[config.mk]
export PLATFORM = sky130hd
export DESIGN_NAME = vga_fb_arbiter
export DESIGN_NICKNAME = d
export VERILOG_FILES = /design/src/rtl/vga_fb_arbiter.sv
export SDC_FILE = /design/constraint.sdc
export NUM_CORES = 1
export LEC_CHECK = 0
export CAP_MARGIN = 20
export CORE_MARGIN = 5
export CORE_UTILIZATION = 40
export CTS_CLUSTER_DIAMETER = 80
export DETAILED_ROUTE_END_ITERATION = 6
export GPL_TIMING_DRIVEN = 0
export PLACE_DENSITY = 0.65
export SLEW_MARGIN = 20
export SYNTH_ARGS = -nofsm -noshare
export SYNTH_HDL_FRONTEND = slang
export SYNTH_HIERARCHICAL = 1
export SYNTH_SLANG_ARGS = --single-unit
[constraint.sdc]
create_clock -name clk -period 5.9 [get_ports clk]
set_input_delay 1.475 -clock clk [delete_from_list [all_inputs] [get_ports clk]]
set_output_delay 1.475 -clock clk [all_outputs]
set_load 0.02 [all_outputs]
[src/rtl/vga_fb_arbiter.sv]
// Shares one single-port cell RAM between beam prefetch (one cell ahead) and a write FIFO; pix/syncs lag xpos/ypos by 1 clk.
// Writer is backpressured via wr_ready=!full; optional VGA_FB_WR_BLANK_ONLY_EN restricts RAM writes to vertical blanking.

module vga_fb_wr_fifo #(
    parameter int W     = 16,
    parameter int DEPTH = 4
) (
    input  logic         clk,
    input  logic         rst,
    input  logic         push_vld,
    input  logic [W-1:0] push_dat,
    input  logic         pop_vld,
    output logic [W-1:0] pop_dat,
    output logic         full,
    output logic         empty
);
    localparam int AW = $clog2(DEPTH);
    localparam logic [AW:0] LP_FULL = DEPTH[AW:0];

    logic [W-1:0]  r_mem [DEPTH];
    logic [AW-1:0] r_wptr;
    logic [AW-1:0] r_rptr;
    logic [AW:0]   r_cnt;

    always_ff @(posedge clk) begin
        if (rst) begin
            r_wptr <= '0;
            r_rptr <= '0;
            r_cnt  <= '0;
        end else begin
            if (push_vld) r_wptr <= r_wptr + AW'(1);
            if (pop_vld)  r_rptr <= r_rptr + AW'(1);
            case ({push_vld, pop_vld})
                2'b10:   r_cnt <= r_cnt + 1'b1;
                2'b01:   r_cnt <= r_cnt - 1'b1;
                default: r_cnt <= r_cnt;
            endcase
        end
    end

    always_ff @(posedge clk) begin
        if (push_vld) r_mem[r_wptr] <= push_dat;
    end

    assign pop_dat = r_mem[r_rptr];
    assign full    = (r_cnt == LP_FULL);
    assign empty   = (r_cnt == '0);
endmodule

module vga_fb_arbiter #(
    parameter int H_TOTAL    = 800,
    parameter int V_TOTAL    = 525,
    parameter int FIFO_DEPTH = 4
) (
    input  logic        clk,
    input  logic        rst,
    input  logic [9:0]  xpos,
    input  logic [9:0]  ypos,
    input  logic        hsync_in,
    input  logic        vsync_in,
    output logic        hsync,
    output logic        vsync,
    output logic [2:0]  pix,
    input  logic        wr_valid,
    output logic        wr_ready,
    input  logic [12:0] wr_addr,
    input  logic [2:0]  wr_data,
    output logic [12:0] ram_addr,
    output logic        ram_we,
    output logic [2:0]  ram_wdata,
    input  logic [2:0]  ram_rdata
);
    typedef struct packed {
        logic [12:0] addr;
        logic [2:0]  data;
    } wr_ent_t;

    localparam logic [9:0] LP_H_FETCH = 10'(H_TOTAL - 4);
    localparam logic [9:0] LP_H_LAST  = 10'(H_TOTAL - 1);
    localparam logic [9:0] LP_V_LAST  = 10'(V_TOTAL - 1);

    logic       r_vslot_d;
    logic [2:0] r_nxt;
    logic [2:0] r_cur;
    logic [2:0] r_pix;
    logic       r_hsync;
    logic       r_vsync;

    logic       w_line_slot;
    logic       w_eol_slot;
    logic       w_vslot;
    logic       w_wslot;
    logic       w_cur_ld;
    logic [5:0] w_fetch_row;
    logic [6:0] w_fetch_col;
    logic [12:0] w_fetch_addr;
    logic       w_full;
    logic       w_empty;
    logic       w_push;
    logic       w_pop;
    wr_ent_t    w_head;
    wr_ent_t    w_in;

    assign w_line_slot = (xpos[2:0] == 3'd4) && (xpos < 10'd632);
    assign w_eol_slot  = (xpos == LP_H_FETCH);
    assign w_vslot     = w_line_slot || w_eol_slot;
    assign w_cur_ld    = ((xpos[2:0] == 3'd7) && (xpos < 10'd632)) || (xpos == LP_H_LAST);

    // End-of-line fetch pulls column 0 of the next line's row, wrapping at frame end.
    assign w_fetch_row = !w_eol_slot          ? ypos[8:3] :
                         (ypos == LP_V_LAST)  ? 6'd0      :
                         6'((ypos[8:0] + 9'd1) >> 3);
    assign w_fetch_col  = w_eol_slot ? 7'd0 : (xpos[9:3] + 7'd1);
    assign w_fetch_addr = 13'({w_fetch_row, 6'b0}) + 13'({w_fetch_row, 4'b0}) + 13'(w_fetch_col);

`ifdef VGA_FB_WR_BLANK_ONLY_EN
    assign w_wslot = !w_vslot && (ypos >= 10'd480);
`else
    assign w_wslot = !w_vslot;
`endif

    assign w_pop    = w_wslot && !w_empty;
    assign w_push   = wr_valid && !w_full;
    assign wr_ready = !w_full;
    assign w_in     = '{addr: wr_addr, data: wr_data};

    vga_fb_wr_fifo #(
        .W     ($bits(wr_ent_t)),
        .DEPTH (FIFO_DEPTH)
    ) u_fifo (
        .clk      (clk),
        .rst      (rst),
        .push_vld (w_push),
        .push_dat (w_in),
        .pop_vld  (w_pop),
        .pop_dat  (w_head),
        .full     (w_full),
        .empty    (w_empty)
    );

    // Out-of-range heads are popped without touching the RAM.
    always_comb begin
        ram_addr  = 13'd0;
        ram_we    = 1'b0;
        ram_wdata = 3'd0;
        if (w_vslot) begin
            ram_addr = w_fetch_addr;
        end else if (w_pop && (w_head.addr < 13'd4800)) begin
            ram_addr  = w_head.addr;
            ram_we    = 1'b1;
            ram_wdata = w_head.data;
        end
    end

    always_ff @(posedge clk) begin
        if (rst) begin
            r_vslot_d <= 1'b0;
            r_nxt     <= 3'd0;
            r_cur     <= 3'd0;
            r_pix     <= 3'd0;
            r_hsync   <= 1'b1;
            r_vsync   <= 1'b1;
        end else begin
            r_vslot_d <= w_vslot;
            if (r_vslot_d) r_nxt <= ram_rdata;
            if (w_cur_ld)  r_cur <= r_nxt;
            r_pix   <= ((xpos < 10'd640) && (ypos < 10'd480)) ? r_cur : 3'd0;
            r_hsync <= hsync_in;
            r_vsync <= vsync_in;
        end
    end

    assign pix   = r_pix;
    assign hsync = r_hsync;
    assign vsync = r_vsync;
endmodule

==> out/qor.csv <==
metric,value,unit
place_inst,491,
cpPeakStageDelay,0.48,ns
hold_buffers,0,
synth_area_leaders,"edfxtp_1, dfxtp_1, mux4_2",
viasPerCell,5.180,
clockBufferDepth,2,
synth_edf_count,64,
place_congestion,0.8294,
die-area,12370,µm²
rsz0062_at_grt,yes,
synth_warnings,6,
ys_seq_area_share,57.18,%
via_count,2678,
fin_area,5245,µm²
seqCellArea,2342,µm²
worstMarginPinSlew,0.8665,ns
period_minus_slack,5.807,ns
cp_slowest_cell,fa_1,
synth_top_area_cell,edfxtp_1,
ys_ff_latch,85,
dieWidth,111.2,µm
syn-num-nets,355,
multi_input_area,1739,µm²
end_kind,primary output,
drcViolationCount,0,
setup_ws,0.09309,ns
rows,37,
required,4.43,ns
hold_viol_final,0,
io_buffer_count,64,
grt_pass1_wl,13.58,mm
setup_viol_count_final,0,
critPathKind,input port to primary output,
cts_root_buffer,clkbuf_8,
synth_area,4096,µm²
cts_sinks,85,
diodes,0,
core,10140,µm²
fillers,863,
setup_tns,0,ns
outcome,"finished, final reports clean",
synth.top_cell.area_share,46.92,%
cp.arrival,4.33,ns
syn_area_per_cell,14.08,µm²
hold_class,flop to flop,
cp_cell_sequence,"buf_4, and3_4, nand4_1, nor4_4, and3_4, xnor2_1, fa_1, fa_2, nand2b_4, a21oi_2, o21ai_0, a21bo_2, o221ai_2, buf_4",
fin_nets,440,
fin_hold_ws,0.4658,ns
die_height,111.2,µm
tritoncts,yes,
power_density,357.9,nW/µm²
max_slew_margin,42.23,%
ir_worst_vdd,186.8,µV
dp_hpwl,6.104,mm
placed_cell_area,4913,µm²
grt_pass1_vias,2706,
async_reset_ff_share,0,%
grt_overflow_total,0,
clk_latency,0.36,ns
final_layout_size_suffix_gt1_share,23.62,%
ant_nets,0,
routed_wire_length_per_instance,16.38,µm
ys.flop_type,edfxtp_1,
initial_core_util,40.40,%
period_share,98.42,%
area_growth,28.04,%
drt_iter0_drc,111,
finClkSkew,0.009016,ns
yosysMostFrequentCell,edfxtp_1,
grt_usage,13.78,%
instances_no_fill,517,
grt_max_degree,18,
clk_pin_slew,0.09,ns
clock.fmax,0.1722,GHz
cp-start-kind,input port,
yosys-top-cells-count,"edfxtp_1, dfxtp_1, nor2_1, inv_1, ha_1",
p_leak,1.905,nW
crit_fanout,4,
cts_buffers,9,
synthCells,291,
antenna_found_initial,0,
dp_slack,-1.367,ns
io_pins,67,
drv_cap,0,
drv_slew,0,
drtPass1Iterations,4,
synth_cell_types,47,
htreeDepth,3,
drt_wl_total,8.467,mm
==> per-layer routing <==
metal,GRT usage (%),routed length [µm],vias to the layer above
li1,-,-,1269
met3,4.421,398,13
met2,23.84,4230,68
met1,16.54,3725,1328
met4,3.731,112,0
met5,0,0,-
==> area by class of cell <==
class / instances / share of cell area (%)
sequential: 85 / 44.66
multi-input combinational: 179 / 33.16
timing repair buffer: 74 / 12.60
tap: 136 / 3.244
clock buffer: 9 / 2.362
buffer: 9 / 1.455
inverter: 18 / 1.288
clock inverter: 7 / 1.240
==> state kept, by name, summed over array words and instances, names as in the netlist, named ones only <==
name,flops
u_fifo/r_mem,64
pix,3
r_cur,3
r_nxt,3
u_fifo/r_cnt,3
u_fifo/r_rptr,2
u_fifo/r_wptr,2
hsync,1
r_vslot_d,1
vsync,1
==> repair_timing <==
item,in CTS,in global routing
endpoints found under the setup margin,8,5
buffers inserted,6,5
gates resized for setup,80,37
pin swaps,13,8
==> logic make-up after synthesis <==
family	synth area share, %
simple gates	10.48
mux	11.30
flops	57.18
xor+xnor	3.421
buf+inv	3.512
compound gates	7.453
fa+ha+maj	6.658
==> critical path: cells and delay by family <==
family                   cells  cell delay, ns
buffers and inverters        2            0.28
AND/OR/NAND/NOR              5            0.96
XOR/XNOR                     1            0.13
AO/OA/AOI/OAI                4            0.63
adder cells (fa/ha/maj)      2            0.85
==> path summary, 6_finish.rpt <==
check	start	slack [ns]	depth (start not counted)	endpoint
worst max-delay path	xpos[9]	0.09	14	ram_addr[11]
worst min-delay path	r_cur[2]	0.47	1	pix[2]
worst max register to register	u_fifo/r_cnt[0]	3.65	10	u_fifo/r_cnt[2]
worst min register to register	r_cur[2]	0.47	1	pix[2]
==> report_power, final <==
group / total [mW] / switching [mW] / internal (mW)
Combinational: 0.737 / 0.393 / 0.344
Clock: 0.394 / 0.231 / 0.163
Sequential: 0.746 / 0.0247 / 0.721
==> per-stage QoR <==
step                      power [mW]  util, %
final                          1.877    51.73
after global placement         1.495    48.46
after detailed placement       1.510    48.46
after global routing           1.977    51.73
after CTS                      1.890    50.94
after floorplan                1.234        -
==> cell usage in the layout, fill, tap and decap left out, types with 3 or more instances in the layout <==
cell type	instances
edfxtp_1	64
clkdlybuf4s50_1	39
dfxtp_1	21
nor2_1	19
inv_1	17
ha_1	17
nand2_1	13
buf_4	13
and2_1	11
mux4_2	10
xnor2_1	9
clkbuf_8	9
clkbuf_2	9
nand3_1	8
mux2i_1	8
buf_6	6
xor2_1	6
a21oi_1	6
a22o_1	6
mux4_1	6
o21ai_0	5
buf_2	5
a21oi_2	5
dlygate4sd2_1	5
nor3_1	3
(Power assumes the default switching activity.)
